### src/rtl/i2c_pkg.sv
`default_nettype none
// ============================================================================
// Module      : i2c_pkg
// Description : Shared definitions for the I2C slave data-path engines.
// Revision    : 1.0 - initial release
// ============================================================================
package i2c_pkg;

    localparam logic SYNC_RESET_LEVEL = 1'b1;

    typedef logic [1:0] i2c_state_t;

    localparam i2c_state_t c_ST_IDLE      = 2'd0;
    localparam i2c_state_t c_ST_RECV      = 2'd1;
    localparam i2c_state_t c_ST_ACK_SETUP = 2'd2;
    localparam i2c_state_t c_ST_ACK_DRIVE = 2'd3;

    // Wide enough to hold the value DATA_WIDTH itself.
    function automatic int bit_cnt_width(input int data_width);
        return (data_width < 1) ? 1 : $clog2(data_width + 1);
    endfunction

endpackage
`default_nettype wire

### src/rtl/i2c_bus_sync.sv
`default_nettype none
// ============================================================================
// Module      : i2c_bus_sync
// Description : SCL/SDA synchronisers with SCL edge and START/STOP detection.
// Revision    : 1.0 - initial release
// ============================================================================
module i2c_bus_sync
    import i2c_pkg::*;
#(
    parameter int SYNC_STAGES = 2
) (
    input  logic clk,
    input  logic rst,
    input  logic i_scl,
    input  logic i_sda,
    output logic o_sda,
    output logic o_scl_rise,
    output logic o_scl_fall,
    output logic o_start,
    output logic o_stop
);

    generate
        if (SYNC_STAGES < 2) begin : g_bad_sync_stages
            $error("i2c_bus_sync: SYNC_STAGES must be >= 2");
        end
    endgenerate

    logic [SYNC_STAGES-1:0] r_scl_sync;
    logic [SYNC_STAGES-1:0] r_sda_sync;
    logic                   r_scl_prev;
    logic                   r_sda_prev;
    logic                   w_scl_s;
    logic                   w_sda_s;

    assign w_scl_s = r_scl_sync[SYNC_STAGES-1];
    assign w_sda_s = r_sda_sync[SYNC_STAGES-1];

    // Idle-bus reset level so no spurious edge appears when reset releases.
    always_ff @(posedge clk) begin
        if (rst) begin
            r_scl_sync <= {SYNC_STAGES{SYNC_RESET_LEVEL}};
            r_sda_sync <= {SYNC_STAGES{SYNC_RESET_LEVEL}};
            r_scl_prev <= SYNC_RESET_LEVEL;
            r_sda_prev <= SYNC_RESET_LEVEL;
        end else begin
            r_scl_sync <= {r_scl_sync[SYNC_STAGES-2:0], i_scl};
            r_sda_sync <= {r_sda_sync[SYNC_STAGES-2:0], i_sda};
            r_scl_prev <= w_scl_s;
            r_sda_prev <= w_sda_s;
        end
    end

    assign o_sda      = w_sda_s;
    assign o_scl_rise = w_scl_s & ~r_scl_prev;
    assign o_scl_fall = ~w_scl_s & r_scl_prev;
    assign o_start    = w_scl_s & r_scl_prev & r_sda_prev & ~w_sda_s;
    assign o_stop     = w_scl_s & r_scl_prev & ~r_sda_prev & w_sda_s;

endmodule
`default_nettype wire

### src/rtl/i2c_slave_read_word.sv
`default_nettype none
// ============================================================================
// Module      : i2c_slave_read_word
// Description : I2C slave receive engine: shifts in one word, optional ACK bit.
// Revision    : 1.0 - initial release
// ============================================================================
module i2c_slave_read_word
    import i2c_pkg::*;
#(
    parameter int DATA_WIDTH  = 8,
    parameter int SYNC_STAGES = 2,
    parameter int ACK_EN      = 1
) (
    input  logic                  clock,
    input  logic                  reset,
    input  logic                  go,
    input  logic                  ack,
    input  logic                  scl,
    input  logic                  sda,
    output logic [DATA_WIDTH-1:0] data,
    output logic                  data_valid,
    output logic                  busy,
    output logic                  sda_drive_low,
    output logic                  ack_done,
    output logic                  start_det,
    output logic                  stop_det,
    output logic                  abort
);

    generate
        if (DATA_WIDTH < 1) begin : g_bad_data_width
            $error("i2c_slave_read_word: DATA_WIDTH must be >= 1");
        end
    endgenerate

    localparam int                CNT_W      = bit_cnt_width(DATA_WIDTH);
    localparam logic [CNT_W-1:0]  c_LAST_CNT = CNT_W'(DATA_WIDTH);

    logic w_sda_s, w_scl_rise, w_scl_fall, w_start, w_stop, w_bus_event;

    i2c_bus_sync #(
        .SYNC_STAGES (SYNC_STAGES)
    ) u_bus_sync (
        .clk        (clock),
        .rst        (reset),
        .i_scl      (scl),
        .i_sda      (sda),
        .o_sda      (w_sda_s),
        .o_scl_rise (w_scl_rise),
        .o_scl_fall (w_scl_fall),
        .o_start    (w_start),
        .o_stop     (w_stop)
    );

    assign w_bus_event = w_start | w_stop;

    i2c_state_t            r_state, w_state_nxt;
    logic [CNT_W-1:0]      r_bit_cnt, w_cnt_nxt, w_cnt_inc;
    logic [DATA_WIDTH-1:0] r_shift, w_shift_nxt, w_shifted;
    logic [DATA_WIDTH-1:0] r_data, w_data_nxt;
    logic                  r_valid, w_valid_nxt;
    logic                  r_drive, w_drive_nxt;
    logic                  r_ack_done, w_ack_done_nxt;
    logic                  r_abort, w_abort_nxt;
    logic                  r_start_det, r_stop_det;

    assign w_cnt_inc = r_bit_cnt + CNT_W'(1);
    assign w_shifted = (r_shift << 1) | DATA_WIDTH'(w_sda_s);

    always_ff @(posedge clock) begin
        if (reset) begin
            r_state     <= c_ST_IDLE;
            r_bit_cnt   <= '0;
            r_shift     <= '0;
            r_data      <= '0;
            r_valid     <= 1'b0;
            r_drive     <= 1'b0;
            r_ack_done  <= 1'b0;
            r_abort     <= 1'b0;
            r_start_det <= 1'b0;
            r_stop_det  <= 1'b0;
        end else begin
            r_state     <= w_state_nxt;
            r_bit_cnt   <= w_cnt_nxt;
            r_shift     <= w_shift_nxt;
            r_data      <= w_data_nxt;
            r_valid     <= w_valid_nxt;
            r_drive     <= w_drive_nxt;
            r_ack_done  <= w_ack_done_nxt;
            r_abort     <= w_abort_nxt;
            r_start_det <= w_start;
            r_stop_det  <= w_stop;
        end
    end

    always_comb begin
        w_state_nxt    = r_state;
        w_cnt_nxt      = r_bit_cnt;
        w_shift_nxt    = r_shift;
        w_data_nxt     = r_data;
        w_valid_nxt    = 1'b0;
        w_drive_nxt    = r_drive;
        w_ack_done_nxt = 1'b0;
        w_abort_nxt    = 1'b0;
        // A bus START/STOP outranks any SCL edge seen in the same cycle.
        if (r_state != c_ST_IDLE && w_bus_event) begin
            w_state_nxt = c_ST_IDLE;
            w_drive_nxt = 1'b0;
            w_abort_nxt = 1'b1;
        end else begin
            case (r_state)
                c_ST_IDLE: begin
                    if (go) begin
                        w_state_nxt = c_ST_RECV;
                        w_cnt_nxt   = '0;
                    end
                end
                c_ST_RECV: begin
                    if (w_scl_rise) begin
                        w_shift_nxt = w_shifted;
                        w_cnt_nxt   = w_cnt_inc;
                        if (w_cnt_inc == c_LAST_CNT) begin
                            w_data_nxt  = w_shifted;
                            w_valid_nxt = 1'b1;
                            w_state_nxt = (ACK_EN != 0) ? c_ST_ACK_SETUP : c_ST_IDLE;
                        end
                    end
                end
                c_ST_ACK_SETUP: begin
                    if (w_scl_fall) begin
                        w_state_nxt = c_ST_ACK_DRIVE;
                        w_drive_nxt = ack;
                    end
                end
                c_ST_ACK_DRIVE: begin
                    if (w_scl_fall) begin
                        w_state_nxt    = c_ST_IDLE;
                        w_drive_nxt    = 1'b0;
                        w_ack_done_nxt = 1'b1;
                    end
                end
                default: begin
                    w_state_nxt = c_ST_IDLE;
                    w_drive_nxt = 1'b0;
                end
            endcase
        end
    end

    assign data          = r_data;
    assign data_valid    = r_valid;
    assign busy          = (r_state != c_ST_IDLE);
    assign sda_drive_low = r_drive;
    assign ack_done      = r_ack_done;
    assign start_det     = r_start_det;
    assign stop_det      = r_stop_det;
    assign abort         = r_abort;

endmodule
`default_nettype wire

### config.mk
export PLATFORM = sky130hd
export DESIGN_NAME = i2c_slave_read_word
export DESIGN_NICKNAME = d
export VERILOG_FILES = /design/src/rtl/i2c_pkg.sv /design/src/rtl/i2c_bus_sync.sv /design/src/rtl/i2c_slave_read_word.sv
export SDC_FILE = /design/constraint.sdc
export NUM_CORES = 1
export LEC_CHECK = 0
export CORE_MARGIN = 1
export CORE_UTILIZATION = 52
export DETAILED_ROUTE_END_ITERATION = 10
export PLACE_DENSITY = 0.77
export SYNTH_ARGS = -nofsm -noshare
export SYNTH_HDL_FRONTEND = slang
export SYNTH_SLANG_ARGS = --single-unit
### constraint.sdc
create_clock -name clock -period 1.91 [get_ports clock]
set_input_delay 0.382 -clock clock [delete_from_list [all_inputs] [get_ports clock]]
set_output_delay 0.382 -clock clock [all_outputs]
set_load 0.1 [all_outputs]
==> Flow_metrics.wiki <==
{| class="wikitable"
! Metric !! Value
|-
| GRT Total Usage || between 10% and 20%
|-
| Type of element capturing the critical path || primary output
|-
| Final TNS setup || 0 ns
|-
| Sequential share of the synthesized area || 48.5%
|-
| Chip height || around 53 um
|-
| Cell family with most CP delay || buffers and inverters
|-
| Number of cells in the design after placement || 181
|-
| Critical Path Start Type || flip-flop
|-
| Cells after Synth || 133
|-
| Synthesized-area fraction occupied by ao, oa, aoi and oai cells || about a tenth
|-
| Quantity of I/O buffers inserted on ports || 20
|-
| Largest net degree at the start of global routing || 16
|-
| Effective utilization at floorplan || 55.0%
|-
| Terminating pin of the worst hold path || u_bus_sync.r_sda_sync[1]
|-
| Area of the die || roughly 0.0028 mm2
|-
| Hold Path Cell Cnt || 1
|-
| Reg2Reg Launch Point || r_state[0]
|-
| ANT nets after route || 0
|-
| EDFF count, synth || 0
|-
| Setup repair after global routing missed its margin || false
|-
| Filler instances || just over 200
|-
| Seq cells post-synth || 33
|-
| Master of the slowest instance on the critical path || sky130_fd_sc_hd__dfxtp_1
|-
| Clock-pin slew on the worst setup and hold paths || 0.09 ns
|-
| Share of flip-flops with an asynchronous set or reset || 0%
|-
| Most common cell on crit path || sky130_fd_sc_hd__inv_1
|-
| Adder-cell share of the synthesized area || approximately 4.6%
|-
| Final min period || 1.79 ns
|-
| Clock skew after layout || around 0.0094 ns
|-
| Max-slew violations || 0
|-
| Master cell of the clock root buffer || sky130_fd_sc_hd__clkbuf_4
|-
| Wire length of the first global-routing pass || just under 4000 um
|-
| Max Cap Violations || 0
|-
| Placement row count || 18
|-
| Worst hold path type || reg2reg
|-
| Routed length per instance || 12.3 um
|-
| Netlist cell types || 36
|-
| Overflow after GRT || 0
|-
| First-iteration detailed-routing DRC count || 27
|-
| Syn avg cell area || just over 10 um2
|-
| Final hold slack || just over 0.4 ns
|-
| Combinational family with the most area after synthesis || simple AND/OR/NAND/NOR gates
|-
| Sinks on Clock Net || 33
|-
| Top-level port count || 21
|-
| Reg area || 661 um2
|-
| HPWL Detailed || roughly 1700 um
|-
| Slew at the pin closest to its max-slew limit || roughly 0.61 ns
|-
| Number of antenna cells inserted || 0
|-
| Hold_buf cts || 0
|-
| Final hold vios || 0
|-
| Via-to-Cell Ratio || around 5.1
|-
| Worst Path Class, Setup || reg2out
|-
| Primary flip-flop cell chosen by synthesis mapping || sky130_fd_sc_hd__dfxtp_1
|-
| Worst reg-to-reg setup slack || approximately 0.2 ns
|-
| Source of the worst hold timing path || u_bus_sync.r_sda_sync[0]
|-
| Reg2Reg Depth || 6
|-
| Worst r2r dst || r_bit_cnt[1]
|-
| Share of layout cells above drive strength 1 || roughly a quarter
|-
| Vias in the first global route || just under 900
|-
| Placed cell area || about 0.0016 mm2
|-
| Post-CTS repair timing setup buffer count || 0
|-
| Critical Path AT || 1.41 ns
|-
| Synthesized-area fraction occupied by and/or/nand/nor cells || about a fifth
|-
| Routability Congestion || 0.788
|-
| Final setup violation count || 0
|-
| CP required || 1.53 ns
|-
| Later-pin clock latency in the skew report || 0.33 ns
|-
| Period Utilization, post-route || between 90% and 100%
|-
| Final instance area || around 0.0016 mm2
|-
| Detailed Routing Iterations Pass 1 || 4
|-
| Maximum count of clock buffers along a single path || 2
|-
| TritonCTS clock tree || built
|-
| Max H-tree Level || 2
|-
| Cell area power density || between 1000 and 1500 mW/mm2
|-
| YS warnings || 0
|-
| Total power of the final layout || around 1.7 mW
|-
| Rel. slew slack || 59.3%
|-
| Outcome || completed
|-
| Number of antenna violations at the first check in global routing || 0
|-
| Routed Wire Length || 2330 um
|-
| Final #Nets || 169
|-
| Net count after synthesis || 144
|-
| CP peak stage delay || roughly 0.40 ns
|-
| Combined area of all synthesized cells || 0.00136 mm2
|-
| Cells along the critical path || inv_1 > ha_1 > inv_1 > buf_12
|-
| Die width || 53.2 um
|-
| Area inside the core boundary || ~0.0025 mm2
|-
| Via count || between 900 and 1000
|-
| CP Max Fanout || 4
|-
| Mux contribution to synthesized area || 12.5%
|-
| Layout overhead on the synthesized area || 21.0%
|-
| Multi-input combinational cell area || approximately 650 um2
|-
| Post-cts gate resize count || 0
|-
| Bufs and invs on worst path || 3
|-
| Highest clock rate || between 500 and 600 MHz
|-
| Leakage component of the power || just under 0.8 nW
|-
| Max IR drop VDD || between 1 and 1.5 mV
|-
| Synth Area in XOR/XNOR || less than 1%
|-
| Final std cells w/o fill || 189
|-
| Number of clock buffers inserted by TritonCTS || 5
|-
| Residual DRC || 0
|}
-- cells in the final DEF (no fill, tap or decap), drive strengths merged --
master,n
dfxtp,33
inv,4
nand4b,1
clkbuf,7
nand3,2
o21ai,2
a211oi,1
and3b,2
and3,1
nor2,24
or2,6
nand2,7
a22oi,1
a21oi,3
ha,5
mux2i,17
nor3b,2
a211o,1
o211ai,1
and2b,2
bufinv,1
a41oi,1
a31oi,1
a21boi,2
and2,1
nand3b,2
nand2b,1
clkdlybuf4s50,5
buf,18
xor2,1
o21a,1
o221ai,1
nor3,2
-- worst max-delay path by stage --
stage	end	cells after the start	from
final	busy	4	r_state[0]
after global routing	busy	4	r_state[0]
after CTS	busy	4	r_state[0]
after detailed placement	r_bit_cnt[1]	5	go
after global placement	r_bit_cnt[1]	5	go
after floorplan	ack_done	5	r_state[0]
-- registers in the layout, summed over array words and instances (netlist names), 2 cells and up --
signal / flops
r_state: 2
u_bus_sync.r_scl_sync: 2
r_shift: 7
r_bit_cnt: 4
u_bus_sync.r_sda_sync: 2
data: 8
-- Yosys cell counts, types with 2 or more instances --
library cell	number	area (um2)
sky130_fd_sc_hd__dfxtp_1	33	661
sky130_fd_sc_hd__nor2_1	23	86.3
sky130_fd_sc_hd__mux2i_1	17	170
sky130_fd_sc_hd__nand2_1	7	26.3
sky130_fd_sc_hd__or2_2	6	37.5
sky130_fd_sc_hd__ha_1	5	62.6
sky130_fd_sc_hd__inv_1	4	15.0
sky130_fd_sc_hd__a21oi_1	3	15.0
sky130_fd_sc_hd__clkbuf_1	3	11.3
sky130_fd_sc_hd__buf_6	2	22.5
sky130_fd_sc_hd__nand3_1	2	10.0
sky130_fd_sc_hd__nand3b_1	2	15.0
sky130_fd_sc_hd__nor3b_1	2	15.0
sky130_fd_sc_hd__o21ai_0	2	10.0
-- metrics by stage --
step                      util, %  worst slack, ns
after detailed placement     63.1            0.120
after floorplan                 -          0.00544
after global placement       63.1            0.152
final                        66.6            0.116
after CTS                    66.6            0.103
after global routing         66.6           0.0283
-- layer usage --
layer	GRT usage, %	routed length, um	vias up
met5	0	0	-
met2	31.0	1100	15
li1	-	-	504
met1	23.4	1110	434
met3	8.62	85	5
met4	7.89	36	0
-- logic make-up after synthesis --
logic type                 Yosys count
AOI/OAI and AO/OA                   15
xor gates and xnor gates             1
adders and majority gates            5
buffers and inverters                9
DFF                                 33
muxes                               17
and+or+nand+nor                     53
-- power breakdown --
part           switching [mW]  internal (mW)
logic                   0.285          0.165
registers              0.0228          0.712
clock network           0.220          0.313
total                   0.528           1.19
-- area by class of cell --
cell class                 count  area share (%)
timing repair buffer          23            12.0
multi-input combinational     91            39.6
sequential                    33            40.1
tap                           30            2.28
clock buffer                   7            3.34
clock inverter                 1            1.82
inverter                       4           0.910
(Power assumes the default switching activity.)
==> RTL change (same flow settings) <==
`SYNC_STAGES` is set to 2 in 2 places; all go to 4.
--- a/src/rtl/i2c_bus_sync.sv
+++ b/src/rtl/i2c_bus_sync.sv
@@ -8,5 +8,5 @@
     import i2c_pkg::*;
 #(
-    parameter int SYNC_STAGES = 2
+    parameter int SYNC_STAGES = 4
 ) (
     input  logic clk,
--- a/src/rtl/i2c_slave_read_word.sv
+++ b/src/rtl/i2c_slave_read_word.sv
@@ -9,5 +9,5 @@
 #(
     parameter int DATA_WIDTH  = 8,
-    parameter int SYNC_STAGES = 2,
+    parameter int SYNC_STAGES = 4,
     parameter int ACK_EN      = 1
 ) (
Behaviour: not the same (Yosys sat finds a counterexample within 4 cycles, from zero or initial values and one cycle with reset high).
==> RTL change against the unedited design <==
  * Worst hold slack improved by 0.0057 ns
  * Clock power rose by 4.1%
  * Wire length increased by 7.8%
  * Core utilization rose by 2.6 points
  * Combinational power grew 19%
  * Power grew 11%
  * Sequential cell count increased by 4
  * Synthesized area rose by 4.2%
  * Global-route usage up 0.23 points
  * Cell area grew 5.8%
  * Critical path depth grew 1
  * Worst setup slack got worse by 0.017 ns
  * Critical path type unchanged
  * Largest power group unchanged
  * Highest routed layer unchanged
==> RTL change: results (changes against the unedited design) <==
Logic synthesis
The sequential-to-total area share from yosys stat came to 0.522 (+0.0367). The synthesized netlist net count came to 152 (+5.6%). The number of enable flip-flop cells after synthesis is 0 (unchanged).

The commonest cells after synthesis are dfxtp_1 (37), nor2_1 (24), mux2i_1 (16), or2_2 (10), nand2_1 (6). By area the synthesized netlist is led by dfxtp_1 (52%), mux2i_1 (11%), nor2_1 (6.3%). The total number of yosys warnings is 0 (unchanged). The distinct cell type count of the synthesized netlist is 37 (+2.8%).

Placed design
The sum of net half-perimeters after detailed placement is 1.76 mm (+6.2%). The number of buffer cells added on primary ports was 20 (unchanged). The placed cell area is 1660 um2 (+6.2%). The final estimated routing congestion in global placement came to 0.788 (about the same).

Setup path
The kind of cell with the highest combined delay along the critical path is buffers and inverters. The data arrival time at the worst-slack endpoint is 1.43 ns (+0.02 ns). The capture instance of the worst register-to-register path is r_state[0]$_SDFFE_PP0P_. The setup slack of the worst register-to-register path is 0.12 ns (-0.08 ns).

The biggest cell delay along the critical path is 0.38 ns (-0.02 ns). On the critical path, the stage with the largest delay is an instance of dfxtp_1. The maximum fanout along the worst path came to 3 (-1).

Timing
The post-route clock skew was 0.00673 ns (-0.00265 ns). The worst-margin pin slew is 0.513 ns (-0.0961 ns). The worst hold slack after final layout was 0.421 ns (+0.00575 ns).

Drt
The starting DRC count in detailed routing is 18 (-33%). The vias per cell is 5.32 (+5.0%). The detailed-route wire length per cell is 12.6 um (+1.9%). The remaining routing DRC violations is 0 (unchanged).

Min path
The number of stages on the worst hold path was 1 (unchanged). The worst hold path terminates at u_bus_sync.r_scl_sync[3]$_SDFF_PP1_. The startpoint identified for the worst hold timing path is u_bus_sync.r_scl_sync[2]$_SDFF_PP1_.

In this run the worst hold path is classified as reg2reg.

Global routing
The number of global-route vias before repair is 983 (+10%). The overall global routing resource usage is 0.200 (+0.00229). The initial antenna violation count is 0 (unchanged). The global-route wire length before repair was 4.08 mm (+5.5%).

The largest net degree at the start of global routing is 17 (+1).

Layout
Compared with the post-synthesis result, the final layout area differs by 22.9%. The fill cell instance count of the final layout is 204 (-1.4%). The number of flip-flops in the largest register is 8 (unchanged). The number of nets in the layout is 180 (+6.5%). The fraction of layout cells with a size suffix above 1 is 0.253 (+0.00137).

Clock network
The number of buffers added for setup after CTS came to 0 (unchanged). The number of instances resized during post-cts repair is 0 (unchanged). The cell chosen for the clock root is clkbuf_4. The clock slew seen by the registers of the worst setup and hold paths is about 0.1 ns. The number of buffers added by the clock tree synthesis step is 5 (unchanged).

Status
The run finished with clean final reports.

Power and ir drop
The maximum ir drop on the vdd rail is 0.990 mV (-9.5%). The static leakage power came to 0.808 nW (+4.9%).
==> RTL change: cell type report <==
cell class	count	share of cell area
flip-flops and latches	37	0.424
multi-input cells	95	0.368
repair buffers	26	0.126
clock buffers	7	0.0315
well taps	30	0.0215
clock inverters	1	0.0172
inverters	4	0.0108
==> RTL change: power by group <==
group / leakage (nW) / switching, W / internal, W
logic: 0.462 / 0.000314 / 0.000220
registers: 0.300 / 0.0000197 / 0.000795
clock network: 0.0455 / 0.000243 / 0.000313
==> RTL change: cells by family (layout without fill, tap and decap cells) <==
family	count (synthesis)	after routing	synth area share
AOI/OAI and AO/OA	15	15	0.0767
xor gates and xnor gates	1	1	0.00617
adders and majority gates	5	5	0.0441
buffers and inverters	9	38	0.0255
DFF	37	37	0.522
muxes	16	16	0.113
and+or+nand+nor	58	58	0.213
==> RTL change: worst max-delay path by stage <==
stage / startpoint / end / slack (ns) / cells after the start
CTS: r_state[0]$_SDFFE_PP0P_ / busy / 0.07 / 5
finish: r_state[0]$_SDFFE_PP0P_ / busy / 0.1 / 5
floorplan: r_state[0]$_SDFFE_PP0P_ / r_state[1]$_SDFFE_PP0P_ / 0.13 / 6
detailed placement: go / r_state[0]$_SDFFE_PP0P_ / 0.04 / 5
global route: r_state[0]$_SDFFE_PP0P_ / busy / 0.001 / 5
global placement: go / r_state[0]$_SDFFE_PP0P_ / 0.08 / 5
==> RTL change: metal layers <==
layer,vias up,part of all wire,track usage
met5,-,0,0
met1,499,0.45,0.220
met2,25,0.49,0.333
li1,533,-,-
met4,0,0.017,0.0940
met3,7,0.049,0.0806
==> RTL change: through the flow <==
step	worst slack (ns)	std cells
2_1_floorplan	0.134	141
3_3_place_gp	0.0804	192
3_5_place_dp	0.0376	192
4_1_cts	0.0685	200
5_1_grt	0.00119	200
6_report	0.0993	200
